[config.mk]
export PLATFORM = sky130hd
export DESIGN_NAME = alu_flat
export DESIGN_NICKNAME = d
export VERILOG_FILES = /design/src/rtl/alu_if.sv /design/src/rtl/alu.sv /design/src/flat_wrapper.sv
export SDC_FILE = /design/constraint.sdc
export NUM_CORES = 1
export LEC_CHECK = 0
export CORE_AREA = 2 2 153 155
export CTS_CLUSTER_SIZE = 25
export DETAILED_ROUTE_END_ITERATION = 10
export DIE_AREA = 0 0 155 157
export PLACE_DENSITY = 0.52
export SYNTH_ARGS = -nofsm -noshare
export SYNTH_HDL_FRONTEND = slang
export SYNTH_SLANG_ARGS = --single-unit
[constraint.sdc]
create_clock -name clk -period 10.8 [get_ports clk]
set_clock_uncertainty 0.1 [all_clocks]
set_input_delay 2.16 -clock clk [delete_from_list [all_inputs] [get_ports clk]]
set_output_delay 2.16 -clock clk [all_outputs]
set_load 0.03 [all_outputs]
[src/rtl/alu_if.sv]
// rtl/alu_if.sv - operand/result bundle between an ALU and its datapath
//
// Purpose: groups the ALU operands, operation select, combinational result
//          and flags, and the registered result/flags into one interface.
// Signals:
//   a, b     operands (srca, srcb), WIDTH bits
//   f        3-bit operation select (alucontrol)
//   y        combinational result (aluresult)
//   zero     1 when y is all zeros
//   cout     carry-out of add/sub, 0 otherwise
//   ovf      signed overflow of add/sub, 0 otherwise
//   y_r      registered copy of y
//   flags_r  registered {cout, ovf, zero}
// Modports: master drives operands and observes results; slave is the ALU.
interface alu_if #(
    parameter int WIDTH = 32
);
    logic [WIDTH-1:0] a;
    logic [WIDTH-1:0] b;
    logic [2:0]       f;
    logic [WIDTH-1:0] y;
    logic             zero;
    logic             cout;
    logic             ovf;
    logic [WIDTH-1:0] y_r;
    logic [2:0]       flags_r;

    modport master (
        output a, b, f,
        input  y, zero, cout, ovf, y_r, flags_r
    );

    modport slave (
        input  a, b, f,
        output y, zero, cout, ovf, y_r, flags_r
    );
endinterface

[src/rtl/alu.sv]
// rtl/alu.sv - combinational ALU with registered result and flags
//
// Purpose: AND/OR/ADD/SUB/SLT on WIDTH-bit operands with zero-latency result
//          and flags, plus a registered copy of result and flags.
// Ports:
//   clk    rising-edge clock for the result/flag registers
//   reset  synchronous active-high; clears y_r to 0 and flags_r to 3'b001
//   bus    alu_if.slave: a, b, f in; y, zero, cout, ovf, y_r, flags_r out
// Configuration:
//   ALU_EXT_OPS_EN  when defined, f=011 xor, f=100 nor, f=101 sltu;
//                   otherwise those codes give y = 0.
module alu #(
    parameter int WIDTH = 32
) (
    input logic  clk,
    input logic  reset,
    alu_if.slave bus
);
    localparam int MSB = WIDTH - 1;

    logic [WIDTH:0]   add_sum;
    logic [WIDTH:0]   sub_sum;
    logic             add_ovf;
    logic             sub_ovf;
    logic             slt_lt;

    logic [WIDTH-1:0] y_d;
    logic             cout_d;
    logic             ovf_d;
    logic             zero_d;

    logic [WIDTH-1:0] y_q;
    logic [2:0]       flags_q;
    logic [2:0]       flags_d;

    // One extra bit on each sum holds the carry-out of the MSB.
    assign add_sum = {1'b0, bus.a} + {1'b0, bus.b};
    assign sub_sum = {1'b0, bus.a} + {1'b0, ~bus.b} + {{WIDTH{1'b0}}, 1'b1};

    assign add_ovf = (bus.a[MSB] == bus.b[MSB]) && (add_sum[MSB] != bus.a[MSB]);
    assign sub_ovf = (bus.a[MSB] != bus.b[MSB]) && (sub_sum[MSB] != bus.a[MSB]);

    // Correcting the sign of the difference by overflow keeps slt right at
    // the extremes (e.g. most-negative minus a positive value).
    assign slt_lt  = sub_sum[MSB] ^ sub_ovf;

    always_comb begin
        y_d    = '0;
        cout_d = 1'b0;
        ovf_d  = 1'b0;
        case (bus.f)
            3'b000: y_d = bus.a & bus.b;
            3'b001: y_d = bus.a | bus.b;
            3'b010: begin
                y_d    = add_sum[MSB:0];
                cout_d = add_sum[WIDTH];
                ovf_d  = add_ovf;
            end
            3'b110: begin
                y_d    = sub_sum[MSB:0];
                cout_d = sub_sum[WIDTH];
                ovf_d  = sub_ovf;
            end
            3'b111: y_d = {{(WIDTH-1){1'b0}}, slt_lt};
`ifdef ALU_EXT_OPS_EN
            3'b011: y_d = bus.a ^ bus.b;
            3'b100: y_d = ~(bus.a | bus.b);
            // Unsigned less-than is a borrow, i.e. no carry out of a + ~b + 1.
            3'b101: y_d = {{(WIDTH-1){1'b0}}, ~sub_sum[WIDTH]};
`else
            3'b011: y_d = '0;
            3'b100: y_d = '0;
            3'b101: y_d = '0;
`endif
            default: y_d = '0;
        endcase
    end

    assign zero_d  = (y_d == '0);
    assign flags_d = {cout_d, ovf_d, zero_d};

    always_ff @(posedge clk) begin
        if (reset) begin
            y_q     <= '0;
            flags_q <= 3'b001;
        end else begin
            y_q     <= y_d;
            flags_q <= flags_d;
        end
    end

    assign bus.y       = y_d;
    assign bus.zero    = zero_d;
    assign bus.cout    = cout_d;
    assign bus.ovf     = ovf_d;
    assign bus.y_r     = y_q;
    assign bus.flags_r = flags_q;
endmodule

[src/flat_wrapper.sv]
// flat-port wrapper written by rule: the top's interface ports become plain ports
module alu_flat 
#(
    parameter int WIDTH = 32
)
  (clk, reset, bus_a, bus_b, bus_f, bus_y, bus_zero, bus_cout, bus_ovf, bus_y_r, bus_flags_r);
  alu_if #(.WIDTH(WIDTH)) bus_i ();
  input logic clk;
  input logic reset;
  input wire logic [$bits(bus_i.a)-1:0] bus_a;
  input wire logic [$bits(bus_i.b)-1:0] bus_b;
  input wire logic [$bits(bus_i.f)-1:0] bus_f;
  output wire logic [$bits(bus_i.y)-1:0] bus_y;
  output wire logic [$bits(bus_i.zero)-1:0] bus_zero;
  output wire logic [$bits(bus_i.cout)-1:0] bus_cout;
  output wire logic [$bits(bus_i.ovf)-1:0] bus_ovf;
  output wire logic [$bits(bus_i.y_r)-1:0] bus_y_r;
  output wire logic [$bits(bus_i.flags_r)-1:0] bus_flags_r;
  assign bus_i.a = bus_a;
  assign bus_i.b = bus_b;
  assign bus_i.f = bus_f;
  assign bus_y = bus_i.y;
  assign bus_zero = bus_i.zero;
  assign bus_cout = bus_i.cout;
  assign bus_ovf = bus_i.ovf;
  assign bus_y_r = bus_i.y_r;
  assign bus_flags_r = bus_i.flags_r;
  alu #(.WIDTH(WIDTH)) u_core (.clk(clk), .reset(reset), .bus(bus_i));
endmodule
==> results.json <==
{
  "outcome": "finished, final reports clean",
  "hpwl_um": 22680,
  "power.internal_w": 0.0004300,
  "drt-initial-drc-count": 646,
  "netlist_instances": 974,
  "syn_avg_cell_area_sq_um": 6.929,
  "holdWs_ns": 2.555,
  "setup_tns_ns": 0,
  "power_switching_w": 0.0003594,
  "place_congestion": 0.9543,
  "final_area_sq_um": 8625,
  "placed_area_sq_um": 8456,
  "grt_usage_pct": 22.35,
  "crit_fanout": 14,
  "grt_overflow": 0,
  "root_buffer": "clkbuf_16",
  "top_usage_layer": "met2",
  "power_frac_clock_pct": 20.9,
  "ctsHoldBuffers": 0,
  "peakVddDrop_mv": 0.05279,
  "io_buffer_count": 138,
  "start_util_pct": 29.99,
  "grt_antenna_before_repair": 0,
  "die_h_um": 157,
  "yosys_warnings": 0,
  "place_inst": 1369,
  "grt_pass1_wl_um": 42610,
  "ios": 139,
  "yosys.cell_types.count": 90,
  "vias_per_cell": 5.600,
  "layout_commonest_cell": "clkdlybuf4s50_1",
  "synth_ff_type": "dfxtp_1",
  "async_reset_ff_share_pct": 0,
  "setup_viol": 0,
  "drv_slew": 0,
  "hold_path.class": "in2reg",
  "max_cap_viol_count": 0,
  "met1_usage_pct": 31.39,
  "post_cts_buffers": 0,
  "wire_per_inst_um": 20.27,
  "grt_max_degree": 23,
  "drive_gt1_share_pct": 5.403,
  "totalWireLength_um": 27910,
  "hold_viol": 0,
  "die_x_um": 155,
  "ant_nets": 0,
  "critPathCaptureType": "primary output",
  "layout_common_cells": "138 x clkdlybuf4s50_1, 106 x inv_1, 106 x ha_1",
  "n_fill_cell": 2376,
  "path_class": "in2out",
  "core_area_sq_um": 22500,
  "maxSlewHeadroom_pct": 29.47,
  "min_period_over_period_pct": 94.41,
  "cts.sinks": 35,
  "syn2layout_area_growth_pct": 27.79,
  "rsz0062_at_grt": "false",
  "finalNonFillerCells": 1377,
  "comb_power_share_pct": 61.1,
  "post-route-util_pct": 38.33,
  "timing.fmax_mhz": 98.07,
  "worstPathArrival_ns": 7.94,
  "grtUsageMet3_pct": 2.203,
  "cts_tree": "done",
  "path_clk_slew_ns": 0.06,
  "synth-edff-count": 0,
  "fin_nets": 1269,
  "total_leakage_power_nw": 3.834,
  "met2_usage_pct": 36.38,
  "dieArea_sq_um": 24340,
  "period_needed_ns": 10.20,
  "ys_ff_latch": 35,
  "cts_max_path_buffers": 2,
  "synth_area_sq_um": 6749,
  "drc": 0,
  "critPathLaunchType": "input port",
  "htreeDepth": 2,
  "syn_nets": 1152,
  "drtPass1Iterations": 5,
  "grt_pass1_vias": 7306,
  "required_ns": 8.54,
  "rows": 55,
  "switching_share_pct": 45.53,
  "worst_pin_slew_ns": 1.055,
  "yosysSeqAreaShare_pct": 10.38,
  "power.density_nw_per_um2": 91.52,
  "num_antenna_cells": 0,
  "ctsResizeCount": 0,
  "vias": 7711,
  "seqPwrFrac_pct": 18.0,
  "cts_buffers": 5
}
==> worst max-delay path, stage by stage <==
cell and delay (ns):
clkdlybuf4s50_1 0.49, inv_1 0.06, ha_1 0.50, nor2b_1 0.42, o21ai_0 0.14, o311ai_1 0.18
o211ai_2 0.23, a31oi_1 0.36, a221oi_1 0.18, nor2_1 0.12, nor2_1 0.05, o21bai_1 0.15
fa_1 0.18, nand4b_1 0.10, o221ai_1 0.15, o21ai_0 0.16, nand3_1 0.15, a211o_1 0.26
nor4_1 0.20, nand4b_1 0.16, nor4bb_1 0.35, nand4_1 0.23, nor4_1 0.23, clkdlybuf4s50_1 0.71
==> cells by family after synthesis <==
family | count (synthesis) | share of synthesized area (%)
compound gates | 312 | 31.55
xor+xnor | 17 | 2.206
fa+ha+maj | 109 | 20.54
buf+inv | 162 | 9.473
flops | 35 | 10.38
mux | 9 | 1.372
simple gates | 330 | 24.47
==> power groups by stage <==
stage | Clock (W) | Combinational (W) | Sequential, W
CTS | 0.000168 | 0.000475 | 0.000142
global placement | 0 | 0.000475 | 0.000145
finish | 0.000165 | 0.000482 | 0.000142
global route | 0.000173 | 0.000518 | 0.000143
detailed placement | 0 | 0.000473 | 0.000145
floorplan | 0 | 0.000272 | 0.000166
==> flip-flops by register name, indices dropped and copies added (netlist names) <==
register            flops
u_core.bus.flags_r      3
u_core.bus.y_r         32
==> through the flow <==
step | power, W | worst slack, ns
2_1_floorplan | 0.0004382 | 2.129
3_3_place_gp | 0.0006203 | 0.7954
3_5_place_dp | 0.0006180 | 0.6123
4_1_cts | 0.0007852 | 0.6102
5_1_grt | 0.0008335 | 0.1442
6_report | 0.0007893 | 0.6036
==> metal layers <==
layer	vias to the layer above	part of all wire (%)
met1	3581	47
li1	3717	-
met4	0	2.6
met5	-	0
met2	372	44
met3	41	6.5
==> synth_stat cells, types with 8 or more instances <==
cell type | number | share of area [%]
o21bai_1 | 10 | 1.1
nand3_1 | 20 | 1.5
ha_1 | 106 | 20
buf_2 | 13 | 0.96
o21a_1 | 9 | 1.0
o211ai_1 | 12 | 1.3
o31ai_1 | 17 | 1.9
a21oi_1 | 96 | 7.1
a21o_1 | 15 | 1.7
clkbuf_1 | 32 | 1.8
inv_1 | 106 | 5.9
and2_1 | 24 | 2.2
a31oi_1 | 16 | 1.5
nand2_1 | 69 | 3.8
o21ai_0 | 42 | 3.1
nor4_1 | 12 | 1.1
nor2_1 | 99 | 5.5
nor3_1 | 33 | 2.4
xnor2_1 | 14 | 1.8
dfxtp_1 | 35 | 10
nor2b_1 | 13 | 1.2
or3_1 | 8 | 0.74
a211oi_1 | 13 | 1.4
nand4_1 | 11 | 1.0
==> worst paths after layout <==
check | from | end | slack, ns | cells past startpoint
setup / recovery | bus_b[6] | bus_zero | 0.60 | 24
hold / removal | reset | u_core.bus.y_r[1] | 2.56 | 3
==> layout make-up <==
cell class,count,area [sq um],area share [%]
clock buffers,5,125.1,1.451
clock inverters,3,43.79,0.5078
inverters,109,409.1,4.744
multi-input cells,777,5420,62.85
flip-flops and latches,35,700.7,8.124
well taps,285,356.6,4.135
repair buffers,163,1569,18.19
Note: power is estimated with default switching activity, not from simulation.
